<file path="src/rtl/csr_obi_arbiter.sv">
// csr_obi_arbiter: round-robin arbiter sharing one OBI CSR slave port among NHARTS data masters.
// One transaction outstanding at a time; a response timeout returns ERR_RDATA and flushes the late reply.
module csr_obi_arbiter #(
    parameter int NHARTS = 3,
    parameter int TIMEOUT_CYCLES = 255,
    parameter logic [31:0] ERR_RDATA = 32'hDEAD_BEEF,
    localparam int OW = NHARTS > 1 ? $clog2(NHARTS) : 1,
    localparam int CW = $clog2(TIMEOUT_CYCLES + 1)
) (
    input  logic                 clk_i,
    input  logic                 rst_i,
    input  logic [NHARTS-1:0]    master_req_i,
    input  logic [NHARTS-1:0]    master_we_i,
    input  logic [NHARTS*4-1:0]  master_be_i,
    input  logic [NHARTS*32-1:0] master_addr_i,
    input  logic [NHARTS*32-1:0] master_wdata_i,
    output logic [NHARTS-1:0]    master_gnt_o,
    output logic [NHARTS-1:0]    master_rvalid_o,
    output logic [NHARTS*32-1:0] master_rdata_o,
    output logic                 slave_req_o,
    output logic                 slave_we_o,
    output logic [3:0]           slave_be_o,
    output logic [31:0]          slave_addr_o,
    output logic [31:0]          slave_wdata_o,
    input  logic                 slave_gnt_i,
    input  logic                 slave_rvalid_i,
    input  logic [31:0]          slave_rdata_i,
    output logic [OW-1:0]        owner_o,
    output logic                 busy_o,
    output logic                 timeout_o
);
    typedef enum logic [1:0] {IDLE, REQ, RESP, FLUSH} state_t;
    state_t state, state_nxt;
    logic [OW-1:0] owner, rr_ptr, pick;
    logic [CW-1:0] cnt;
    logic found, at_limit;
    assign at_limit = cnt == CW'(TIMEOUT_CYCLES);
    assign owner_o = rst_i ? '0 : owner;
    assign busy_o = !rst_i && state != IDLE;
    always_comb begin
        pick = rr_ptr;
        found = 1'b0;
        for (int k = 0; k < NHARTS; k++) begin
            if (!found && master_req_i[(int'(rr_ptr) + k) % NHARTS]) begin
                pick = OW'((int'(rr_ptr) + k) % NHARTS);
                found = 1'b1;
            end
        end
    end
    // Reset forces the IDLE decode so every output is quiet while rst_i is high.
    always_comb begin
        state_nxt = state;
        slave_req_o = 1'b0;
        slave_we_o = 1'b0;
        slave_be_o = '0;
        slave_addr_o = '0;
        slave_wdata_o = '0;
        master_gnt_o = '0;
        master_rvalid_o = '0;
        master_rdata_o = '0;
        timeout_o = 1'b0;
        case (rst_i ? IDLE : state)
            IDLE: state_nxt = found ? REQ : IDLE;
            REQ: begin
                slave_req_o = master_req_i[owner];
                slave_we_o = master_we_i[owner];
                slave_be_o = master_be_i[owner*4 +: 4];
                slave_addr_o = master_addr_i[owner*32 +: 32];
                slave_wdata_o = master_wdata_i[owner*32 +: 32];
                master_gnt_o[owner] = slave_gnt_i;
                state_nxt = slave_gnt_i ? RESP : !master_req_i[owner] ? IDLE : REQ;
            end
            RESP: begin
                if (slave_rvalid_i) begin
                    master_rvalid_o[owner] = 1'b1;
                    master_rdata_o[owner*32 +: 32] = slave_rdata_i;
                    state_nxt = IDLE;
                end else if (at_limit) begin
                    master_rvalid_o[owner] = 1'b1;
                    master_rdata_o[owner*32 +: 32] = ERR_RDATA;
                    timeout_o = 1'b1;
                    state_nxt = FLUSH;
                end
            end
            FLUSH: state_nxt = slave_rvalid_i ? IDLE : FLUSH;
            default: state_nxt = IDLE;
        endcase
    end
    always_ff @(posedge clk_i) begin
        if (rst_i) begin
            state <= IDLE;
            rr_ptr <= '0;
            owner <= '0;
            cnt <= '0;
        end else begin
            state <= state_nxt;
            if (state == IDLE && found)
                owner <= pick;
            if (state == REQ && slave_gnt_i) begin
                rr_ptr <= owner == OW'(NHARTS - 1) ? '0 : owner + 1'b1;
                cnt <= '0;
            end else if (state == RESP && !at_limit) begin
                cnt <= cnt + 1'b1;
            end
        end
    end
endmodule

</file>
<file path="config.mk">
export PLATFORM = sky130hd
export DESIGN_NAME = csr_obi_arbiter
export DESIGN_NICKNAME = d
export VERILOG_FILES = /design/src/rtl/csr_obi_arbiter.sv
export SDC_FILE = /design/constraint.sdc
export NUM_CORES = 1
export LEC_CHECK = 0
export ABC_AREA = 1
export CAP_MARGIN = 20
export CORE_AREA = 3 3 164 166
export CTS_BUF_LIST = sky130_fd_sc_hd__clkbuf_4 sky130_fd_sc_hd__clkbuf_8
export CTS_CLUSTER_SIZE = 40
export DETAILED_ROUTE_END_ITERATION = 12
export DIE_AREA = 0 0 167 169
export PLACE_DENSITY = 0.54
export SLEW_MARGIN = 25
export SYNTH_ARGS = -nofsm -noshare
export SYNTH_HDL_FRONTEND = slang
export SYNTH_SLANG_ARGS = --single-unit
</file>
<file path="constraint.sdc">
create_clock -name clk_i -period 3.5 [get_ports clk_i]
set_clock_uncertainty 0.1 [all_clocks]
set_input_delay 0.875 -clock clk_i [delete_from_list [all_inputs] [get_ports clk_i]]
set_output_delay 0.875 -clock clk_i [all_outputs]
set_load 0.01 [all_outputs]
</file>
==> Implementation_results.wiki, run 1 <==
{| class="wikitable"
! Metric !! Value
|-
| Run status || complete, no violations
|-
| Main area contributors after synthesis || sky130_fd_sc_hd__nor2_1 (23%), sky130_fd_sc_hd__a21oi_1 (18%), sky130_fd_sc_hd__nand2_1 (12%), sky130_fd_sc_hd__o21ai_0 (9.2%), sky130_fd_sc_hd__dfxtp_1 (7.0%)
|-
| Placed instance area || 8830 µm²
|-
| Largest family of logic cells by synthesized area || simple AND/OR/NAND/NOR gates
|-
| Most frequent cells in the layout || sky130_fd_sc_hd__clkdlybuf4s50_1 (308), sky130_fd_sc_hd__nor2_1 (243), sky130_fd_sc_hd__a21oi_1 (139)
|-
| Routed via count divided by cell count || 4.37
|-
| Number of global-route vias before repair || 6,718
|-
| Share of the clock period used by the worst path after layout || 0.990
|-
| Transition at the pin with the smallest max-transition slack || 765 ps
|-
| Routed wire length || 26,900 µm
|-
| Layout area overhead || 126%
|-
| Logic depth of the worst register-to-register path || 11
|-
| CTS HTree Levels || 1
|-
| Slew HR || 0.490
|-
| Post-layout power || 1.81 mW
|-
| Peak Freq || 289 MHz
|-
| Final Max Tran Viols || 0
|-
| Cell depth of the worst min-delay path || 2
|-
| Detailed-router iteration count before antenna repair || 5
|-
| Register-to-register setup slack || 1500 ps
|-
| HPWL Detailed || 22,000 µm
|-
| Syn. warnings || 0
|-
| Remaining number of nets flagged by the antenna check after routing || 0
|-
| Setup TNS || 0 ps
|-
| Area of the multi-input gates || 3230 µm²
|-
| Reg clk slew, reported paths || 60 ps
|-
| Number of buffers created by CTS || 3
|-
| Max-capacitance violation count || 0
|-
| Effective utilization at floorplan || 0.155
|-
| Number of antenna violations at the first check in global routing || 1
|-
| CP Launch Type || input pin
|-
| Finished Cell Area || 9070 µm²
|-
| Vias || 6,935
|-
| Critical path data arrival time || 2490 ps
|-
| Rows || 59
|-
| Crit Path Class || input pin to output port
|-
| Hold violation total from the final report || 0
|-
| Number of inserted filler cells in the final layout || 2,857
|-
| Share of synthesized cell area in and, or, nand and nor gates || 0.458
|-
| Cell with the largest stage delay on the worst path || sky130_fd_sc_hd__clkdlybuf4s50_1
|-
| Synthesis-stage register bit count || 14
|-
| # diodes || 0
|-
| Adder-cell share of the synthesized area || 0.0281
|-
| Static Leak || 4.73 nW
|-
| Most common cell after layout, fill and taps aside || sky130_fd_sc_hd__clkdlybuf4s50_1
|-
| Worst hold slack after final layout || 383 ps
|-
| Pre-CTS setup slack || -409 ps
|-
| Synthesized area per cell || 4.78 µm²
|-
| Worst vdd ir || 0.000133 V
|-
| Worst setup EP type || output port
|-
| Leading area contributor after synthesis || sky130_fd_sc_hd__nor2_1
|-
| Worst skew pair latency || 250 ps
|-
| Die width || 167 µm
|-
| Total track usage || 0.172
|-
| Worst setup margin || 34.3 ps
|-
| RSZ-0062 raised after global routing || yes
|-
| Longest Clk Path Bufs || 2
|-
| Seq/Total Area, Yosys || 0.0700
|-
| Routed wire per std cell || 17.0 µm
|-
| Tmin final || 3470 ps
|-
| Synth Area in XOR/XNOR || 0.0109
|-
| Cell Pwr Density || 199 nW/µm²
|-
| Cell Chain, Critical Path || dlygate4sd2_1 -> nor3_2 -> inv_2 -> buf_12 -> a21oi_1 -> clkdlybuf4s50_1
|-
| Stage delay of the slowest cell on the critical path || 580 ps
|-
| Placer's final routability congestion estimate || 0.894
|-
| Share of cell area taken by muxes after synthesis || 0
|-
| Number of standard cells after synthesis || 838
|-
| Chip height || 169 µm
|-
| Combined flip-flop and latch cell area || 287 µm²
|-
| Global-route wire length before repair || 38,900 µm
|-
| Core area || 25,800 µm²
|-
| Count of different cell masters after synthesis || 26
|-
| CTS tree || yes
|-
| CTS Sinks || 14
|-
| Overall die area || 28,200 µm²
|-
| Port Buffer Count || 421
|-
| Syn Std Cell Area || 4010 µm²
|-
| Endpoint required time on the critical path || 2520 ps
|-
| Layout cells sized above 1 || 0.0855
|-
| Num ports || 422
|-
| Net count of the mapped netlist || 1,093
|-
| Initial DRC Count || 448
|-
| Maximum fanout count along the critical path || 67
|-
| Complex-gate fraction of the synthesized area || 0.290
|-
| DR DRC count || 0
|-
| Largest net degree at the start of global routing || 74
|-
| Count of final setup violators || 0
|-
| Aggregate global routing overflow || 0
|-
| Buffer cell driving the clock tree root || sky130_fd_sc_hd__clkbuf_8
|-
| Class of the tightest hold or removal check || register to register
|-
| Post-synth top area share || 0.231
|-
| Post-layout net count || 1,508
|}
repair_timing:
action                     CTS  global route
buffers inserted             0             4
gates resized for setup     88            60
hold buffers                 0             0
cloned                       0             0
setup endpoints to repair  171            76
pin swaps                    1             1
worst max-delay path, delay by kind of cell:
kind | cells | cell delay [ps]
simple gates | 1 | 190
buf+inv | 4 | 1130
compound gates | 1 | 200
cell usage after synthesis (all sizes together):
| master | instances |
|---|---|
| a21oi | 148 |
| nand3 | 23 |
| buf | 19 |
| nand4 | 3 |
| dfxtp | 14 |
| nor2 | 255 |
| inv | 70 |
| ha | 9 |
| o22ai | 2 |
| xnor2 | 1 |
| nor3 | 34 |
| xor2 | 4 |
| nand2 | 132 |
| a31oi | 2 |
| o21ai | 77 |
| clkbuf | 45 |
cell families (layout without fill, tap and decap cells):
logic type                 count (synthesis)  in the layout
AOI/OAI and AO/OA                        229            229
DFF                                       14             14
adders and majority gates                  9              9
xor gates and xnor gates                   5              5
buffers and inverters                    134            548
and+or+nand+nor                          447            447
sequential cells by signal, indices dropped and copies added, names as in the netlist:
signal / cells
cnt: 8
owner: 2
rr_ptr: 2
state: 2
final cells by class:
cell class	count	share of cell area
clock buffers	4	0.00607
inverters	70	0.0293
multi-input cells	690	0.356
flip-flops and latches	14	0.0316
well taps	335	0.0462
repair buffers	474	0.531
metrics by stage:
stage	util	cells
after floorplan	-	838
after global placement	0.343	1579
after detailed placement	0.343	1579
after CTS	0.344	1583
after global routing	0.352	1587
final	0.352	1587
routing by layer:
| layer | GRT usage | part of all wire | vias up |
|---|---|---|---|
| met5 | 0 | 0.00048 | - |
| met4 | 0.0592 | 0.034 | 2 |
| met3 | 0.0376 | 0.078 | 38 |
| met2 | 0.310 | 0.49 | 334 |
| met1 | 0.202 | 0.40 | 3037 |
| li1 | - | - | 3524 |
worst paths after layout:
check                                to              startpoint
setup reg to reg  owner[1]$_SDFFE_PP0P_  rr_ptr[0]$_SDFFE_PP0P_
hold reg to reg     cnt[5]$_SDFFE_PP0P_     cnt[5]$_SDFFE_PP0P_
setup / recovery       slave_addr_o[22]                   rst_i
hold / removal      cnt[5]$_SDFFE_PP0P_     cnt[5]$_SDFFE_PP0P_
where the power goes:
group | internal (mW) | switching (mW)
logic | 0.667 | 0.796
clock network | 0.0997 | 0.0594
registers | 0.170 | 0.0134
total | 0.936 | 0.869
Power figures use the tool's default switching activity.
==> run 2, diff against run 1 <==
--- a/config.mk
+++ b/config.mk
@@ -6,7 +6,7 @@
 export NUM_CORES = 1
 export LEC_CHECK = 0
 export ABC_AREA = 1
-export CAP_MARGIN = 20
+export CAP_MARGIN = 15
 export CORE_AREA = 3 3 164 166
 export CTS_BUF_LIST = sky130_fd_sc_hd__clkbuf_4 sky130_fd_sc_hd__clkbuf_8
 export CTS_CLUSTER_SIZE = 40
==> results of run 2 <==
Same layout as run 1: the final DEF is identical, and so are final timing and power.
